[config.mk]
export PLATFORM = sky130hd
export DESIGN_NAME = image_serializer
export DESIGN_NICKNAME = d
export VERILOG_FILES = /design/src/rtl/image_serializer.sv
export SDC_FILE = /design/constraint.sdc
export NUM_CORES = 1
export LEC_CHECK = 0
export CORE_ASPECT_RATIO = 1.75
export CORE_MARGIN = 8
export CORE_UTILIZATION = 52
export DETAILED_ROUTE_END_ITERATION = 16
export GPL_ROUTABILITY_DRIVEN = 0
export PLACE_DENSITY = 0.8
export SYNTH_ARGS = -nofsm -noshare
export SYNTH_HDL_FRONTEND = slang
export SYNTH_SLANG_ARGS = --single-unit
[constraint.sdc]
create_clock -name clk -period 8.3 [get_ports clk]
set_input_delay 1.66 -clock clk [delete_from_list [all_inputs] [get_ports clk]]
set_output_delay 1.66 -clock clk [all_outputs]
set_load 0.005 [all_outputs]
[src/rtl/image_serializer.sv]
// Row-serial image transmitter: shadows a 196-bit image on start and emits it as 28 words of 7 bits under frame_n.
// Latency: word 0 is on data_out the cycle after the accepting edge; done pulses the cycle after the last word.
// Backpressure: none downstream; start is only taken while ready=1 and is dropped otherwise. IMAGE_SERIALIZER_CHECKSUM_EN appends an XOR word.
module image_serializer #(
    parameter int WORD_W     = 7,
    parameter int NUM_WORDS  = 28,
    parameter int GAP_CYCLES = 2
) (
    input  logic                        clk,
    input  logic                        reset,
    input  logic [WORD_W*NUM_WORDS-1:0] image_data,
    input  logic                        start,
    output logic                        ready,
    output logic                        frame_n,
    output logic [WORD_W-1:0]           data_out,
    output logic                        busy,
    output logic                        done
);
    localparam int IMG_W = WORD_W * NUM_WORDS;
    localparam int CNT_W = $clog2(NUM_WORDS);
    localparam logic [CNT_W-1:0] LAST_WORD = CNT_W'(NUM_WORDS - 1);
    localparam logic [3:0]       GAP_LAST  = 4'(GAP_CYCLES - 1);

    typedef enum logic [1:0] {IDLE, SEND, GAP} state_t;

    state_t             state;
    logic [IMG_W-1:0]   shadow;
    logic [CNT_W-1:0]   word_cnt;
    logic [3:0]         gap_cnt;
    logic               last_beat;

`ifdef IMAGE_SERIALIZER_CHECKSUM_EN
    logic [WORD_W-1:0]  csum;
    logic               csum_sent;

    assign last_beat = (word_cnt == LAST_WORD) && csum_sent;
`else
    assign last_beat = (word_cnt == LAST_WORD);
`endif

    always_ff @(posedge clk or posedge reset) begin
        if (reset) begin
            state    <= IDLE;
            shadow   <= '0;
            word_cnt <= '0;
            gap_cnt  <= '0;
            ready    <= 1'b1;
            frame_n  <= 1'b0;
            data_out <= '0;
            busy     <= 1'b0;
            done     <= 1'b0;
`ifdef IMAGE_SERIALIZER_CHECKSUM_EN
            csum      <= '0;
            csum_sent <= 1'b0;
`endif
        end else begin
            done <= 1'b0;
            case (state)
                IDLE: begin
                    if (start) begin
                        // Word 0 goes straight out; the shadow keeps the rest, pre-shifted.
                        state    <= SEND;
                        shadow   <= image_data >> WORD_W;
                        data_out <= image_data[WORD_W-1:0];
                        word_cnt <= '0;
                        frame_n  <= 1'b1;
                        ready    <= 1'b0;
                        busy     <= 1'b1;
`ifdef IMAGE_SERIALIZER_CHECKSUM_EN
                        csum      <= image_data[WORD_W-1:0];
                        csum_sent <= 1'b0;
`endif
                    end
                end
                SEND: begin
                    if (last_beat) begin
                        frame_n  <= 1'b0;
                        data_out <= '0;
                        done     <= 1'b1;
                        if (GAP_CYCLES > 0) begin
                            state   <= GAP;
                            gap_cnt <= '0;
                        end else begin
                            state <= IDLE;
                            ready <= 1'b1;
                            busy  <= 1'b0;
                        end
`ifdef IMAGE_SERIALIZER_CHECKSUM_EN
                    end else if (word_cnt == LAST_WORD) begin
                        data_out  <= csum;
                        csum_sent <= 1'b1;
`endif
                    end else begin
                        word_cnt <= word_cnt + 1'b1;
                        data_out <= shadow[WORD_W-1:0];
                        shadow   <= shadow >> WORD_W;
`ifdef IMAGE_SERIALIZER_CHECKSUM_EN
                        csum     <= csum ^ shadow[WORD_W-1:0];
`endif
                    end
                end
                GAP: begin
                    if (gap_cnt == GAP_LAST) begin
                        state <= IDLE;
                        ready <= 1'b1;
                        busy  <= 1'b0;
                    end else begin
                        gap_cnt <= gap_cnt + 1'b1;
                    end
                end
                default: begin
                    state <= IDLE;
                    ready <= 1'b1;
                    busy  <= 1'b0;
                end
            endcase
        end
    end
endmodule

==> After elaboration in Yosys (flattened, before gate mapping) <==
Cells that the tools add are included.
{ "totals": {"ff_bits": 218, "input_bits": 199, "output_inout_bits": 11, "word_cells": 56} }
{ "classes": {"n_addsub": 2, "eq_ne": 9, "muxes": 26, "n_bitwise": 1, "reduce_logical": 9} }
{ "op_table": {"columns": ["operator", "n"], "rows": [
  ["196-bit two-way mux", 2],
  ["196-bit one-hot mux with 2 select lines", 1],
  ["3-bit AND reduction", 5],
  ["7-bit two-way mux", 2],
  ["7-bit one-hot mux with 2 select lines", 1],
  ["5-bit two-way mux", 2],
  ["2-bit inequality test (second input constant)", 5],
  ["5-bit one-hot mux with 2 select lines", 1],
  ["4-bit two-way mux", 2],
  ["4-bit one-hot mux with 2 select lines", 1],
  ["1-bit two-way mux", 7],
  ["2-bit two-way mux", 3],
  ["1-bit one-hot mux with 3 select lines", 2],
  ["2-bit one-hot mux with 3 select lines", 1],
  ["5-bit by 1-bit adder with 5-bit output (second input constant)", 1],
  ["5-bit == test (second input constant)", 1],
  ["4-bit by 1-bit adder with 4-bit output (second input constant)", 1],
  ["4-bit by 1-bit == test with 1-bit output (second input constant)", 1],
  ["2-bit nonzero test", 2],
  ["2-bit by 1-bit == test with 1-bit output (second input constant)", 1],
  ["2-bit == test (second input constant)", 1],
  ["2-bit zero test", 1],
  ["1-bit one-hot mux with 2 select lines", 1],
  ["2-bit AND reduction", 1],
  ["1-bit inverter", 1]
]} }

==> Logic depth before layout (Yosys ltp) <==
{ "logic_depth": {"word_depth": 3, "mapped_depth": 7, "depth_no_buf": 5} }

==> Worst setup path before layout <==
No wires, ideal clock.
{ "synth_path": {"path_type": "input port to flip-flop", "startpoint": "in start", "endpoint": "reg shadow[116]", "setup_ns": 0.125, "arrival_ns": 2.775, "required_time_ns": 8.175, "path_slack_ns": 5.400, "path_stages": 6, "n_path_buf": 2, "cell_sequence": "nor3b_4 > a21oi_2 > inv_2 > buf_4 > buf_4 > mux2_2"} }
{ "synth_via": {"elab_chain_len": 2} }
{ "synth_rtl": {"columns": ["element", "line", "source"], "rows": [
  ["start, declared", "12", "input logic start,"],
  ["2-bit inequality test (no source line)", null, null],
  ["3-bit AND reduction (no source line)", null, null],
  ["end signal, assigned", "63", "shadow <= image_data >> WORD_W;"],
  ["end signal, assigned", "96", "shadow <= shadow >> WORD_W;"],
  ["end, declared", "27", "logic [IMG_W-1:0] shadow;"]
]} }
No other way between the ends.
A chain may end at the register's enable or synchronous reset.

==> Worst setup path in the final report <==
{ "layout_path": {"startpoint": "in start", "endpoint": "reg shadow[33]"} }
Same word-level chain as after synthesis.

==> impl_metrics.toml <==
[min_path]
hold_class = "reg2reg"
whs_endpoint = "shadow[50]"
min_from = "shadow[50]"
hold_depth = 1

[worst_setup_path]
cp.arrival_ns = 4.75
max_stage_delay_ns = 0.76
crit_path_cell_trace = "clkdlybuf4s50_1, nor3b_4, a21oi_2, inv_8, buf_4, mux2_2"
start_kind = "input port"
path_max_fanout = 132
crit_type = "in2reg"
endpoint_kind = "flip-flop"
reg2reg_slack_ns = 4.82
reg2reg_from = "word_cnt[0]"
r2r_cells = 6
reg2reg_to = "shadow[33]"
worst_ep_required_time_ns = 8.67
critPathSlowestCell = "buf_4"

[die]
die_h_um = 206
initial_core_util_pct = 52.7
core-area_um2 = 20300
num_rows = 69
die_area_um2 = 25600
die_w_um = 124
io_pins = 210

[sta]
rsz0062_at_grt = "false"
setup_violations = 0
fin_skew_ns = 0.00520
final_max_slew_viol_count = 0
fin_tns_setup_ns = 0
fmax_ghz = 0.228
fin_hold_ws_ns = 0.482
setup_ws_ns = 3.92
period_needed_ns = 4.38
fin_crit_sh_pct = 52.7
slew_headroom_pct = 28.6
tightestPinTransition_ns = 1.07
hold_viol_final = 0

[power_and_ir_drop]
power.density_nw_per_um2 = 398
switching_share_pct = 29.2
ir_drop_mv = 0.276
p_leak_uw = 0.00590
p_int_uw = 3770
sequentialPowerShare_pct = 34.1
clkPwrFrac_pct = 17.0
switchingPower_uw = 1550
comb_power_share_pct = 48.9

[synthesis]
ys.flop_type = "dfrtp_1"
synth_warnings = 0
syn-num-nets = 926
synth_top_area_share_pct = 49.2
synth_area_leaders = "dfrtp_1 (49%), mux2_2 (28%), mux2_4 (12%), buf_4 (1.4%), mux2_1 (1.3%)"
synth-seq-cells = 211
synth_area_leader_cell = "dfrtp_1"
synth_cell_types = 41
ys_seq_area_share_pct = 49.4
syn_area_um2 = 10700
async_reset_ff_share_pct = 100
synth_edf_count = 0
syn_inst = 724
avgSynthCellArea_um2 = 14.8

[final_layout]
final_common_cell = "mux2_2"
drive_gt1_share_pct = 42.9
nets = 1113
stdcell_area_um2 = 13400
area_growth_pct = 25.3
final_cell_mix = "mux2_2 (268), dfrtp_1 (210), clkdlybuf4s50_1 (209)"
fin_cells = 1174

[cts]
tritoncts = "built"
clock_latency_ns = 0.49
clock_path_buffers = 3
cts_made_buffers = 20
clockRootBuffer = "clkbuf_16"
cts.reportedPaths.clkPinSlew_ns = 0.06
post-cts-setup-buffers = 0
ctsHoldBuffers = 0
htreeDepth = 1
cts_sinks = 211
ctsResizeCount = 0

[routing]
num_vias = 6335
vias_per_cell = 5.40
final_antenna_net_count = 0
drtPass1Iterations = 4
post_drt_wl_per_cell_um = 20.0
drtIter0Drc = 254
drc = 0
routed_wl_um = 23500

[place]
dpl-instance-area_um2 = 12700
place_inst = 1137
dp_hpwl_um = 16300
dpl_worst_slack_ns = 3.43
portBuffers = 209

[run]
maxCapViolCount = 0

[global_route]
groute.usage.overall_pct = 18.0
grt.overflow.total = 0
grt_first_pass_wirelength_um = 37600
grt_pass1_vias = 6993
antenna_found_initial = 0
grt_max_degree = 139

[run_status]
status = "finished clean"
metal layers:
layer / routed length, um / global-route usage [%] / vias to the layer above / part of all wire (%)
met5: 0 / 0 / - / 0
met4: 384 / 4.50 / 0 / 1.6
met3: 1430 / 4.67 / 26 / 6.1
met2: 12400 / 32.7 / 172 / 53
met1: 9310 / 20.4 / 3155 / 40
li1: - / - / 2982 / -
synthesized netlist by cell type, drive strengths merged, types with 2 or more instances:
library cell / count
dfrtp: 210
clkbuf: 4
or3: 2
nor2b: 3
buf: 44
inv: 5
nor2: 10
a21oi: 10
mux2: 366
ha: 3
nand2: 16
nand2b: 2
nor3b: 2
o21ai: 21
nand3: 11
final cells by class:
| cell class | count | area (um^2) |
|---|---|---|
| antenna | 1 | 2.50 |
| clock buffer | 34 | 634 |
| clock inverter | 2 | 12.5 |
| fill | 1526 | 6890 |
| inverter | 5 | 33.8 |
| multi-input combinational | 460 | 5000 |
| sequential | 211 | 5280 |
| tap | 248 | 310 |
| timing repair buffer | 213 | 2120 |
through the flow:
stage	utilization, %	power, uW
floorplan	-	4060
global placement	62.8	4370
detailed placement	62.8	4470
CTS	66.0	5390
global route	66.0	5660
finish	66.0	5330
worst max-delay path by stage:
stage                     start    endpoint  slack [ns]  depth (start not counted)
after CTS                 start  shadow[63]        3.93                          6
final                     start  shadow[33]        3.92                          6
after detailed placement  start  shadow[63]        3.43                          6
after global routing      start  shadow[56]        3.74                          6
after global placement    start  shadow[58]        3.45                          6
after floorplan           reset        busy        0.88                          1
sequential cells by signal, summed over array words and instances (netlist names):
| signal | count |
|---|---|
| word_cnt | 5 |
| done | 1 |
| gap_cnt | 4 |
| ready | 1 |
| data_out | 7 |
| frame_n | 1 |
| busy | 1 |
| shadow | 189 |
| state | 2 |
critical path: cells and delay by family:
kind / cells / cell delay, ns
AND/OR/NAND/NOR: 1 / 0.43
multiplexers: 1 / 0.41
AO/OA/AOI/OAI: 1 / 0.14
buffers and inverters: 3 / 2.00
power groups by stage:
stage,clock network [uW],logic (uW),registers [uW]
after floorplan,0,2330,1730
after global placement,0,2560,1810
after detailed placement,0,2630,1830
after CTS,929,2640,1820
after global routing,964,2820,1880
final,904,2610,1820
cells by family after synthesis:
kind of cell / after synthesis / synth area share, %
DFF: 211 / 49.4
muxes: 367 / 41.7
xor gates and xnor gates: 1 / 0.0820
AOI/OAI and AO/OA: 39 / 2.11
buffers and inverters: 53 / 3.96
and+or+nand+nor: 50 / 2.42
adders and majority gates: 3 / 0.351
(Power assumes the default switching activity.)
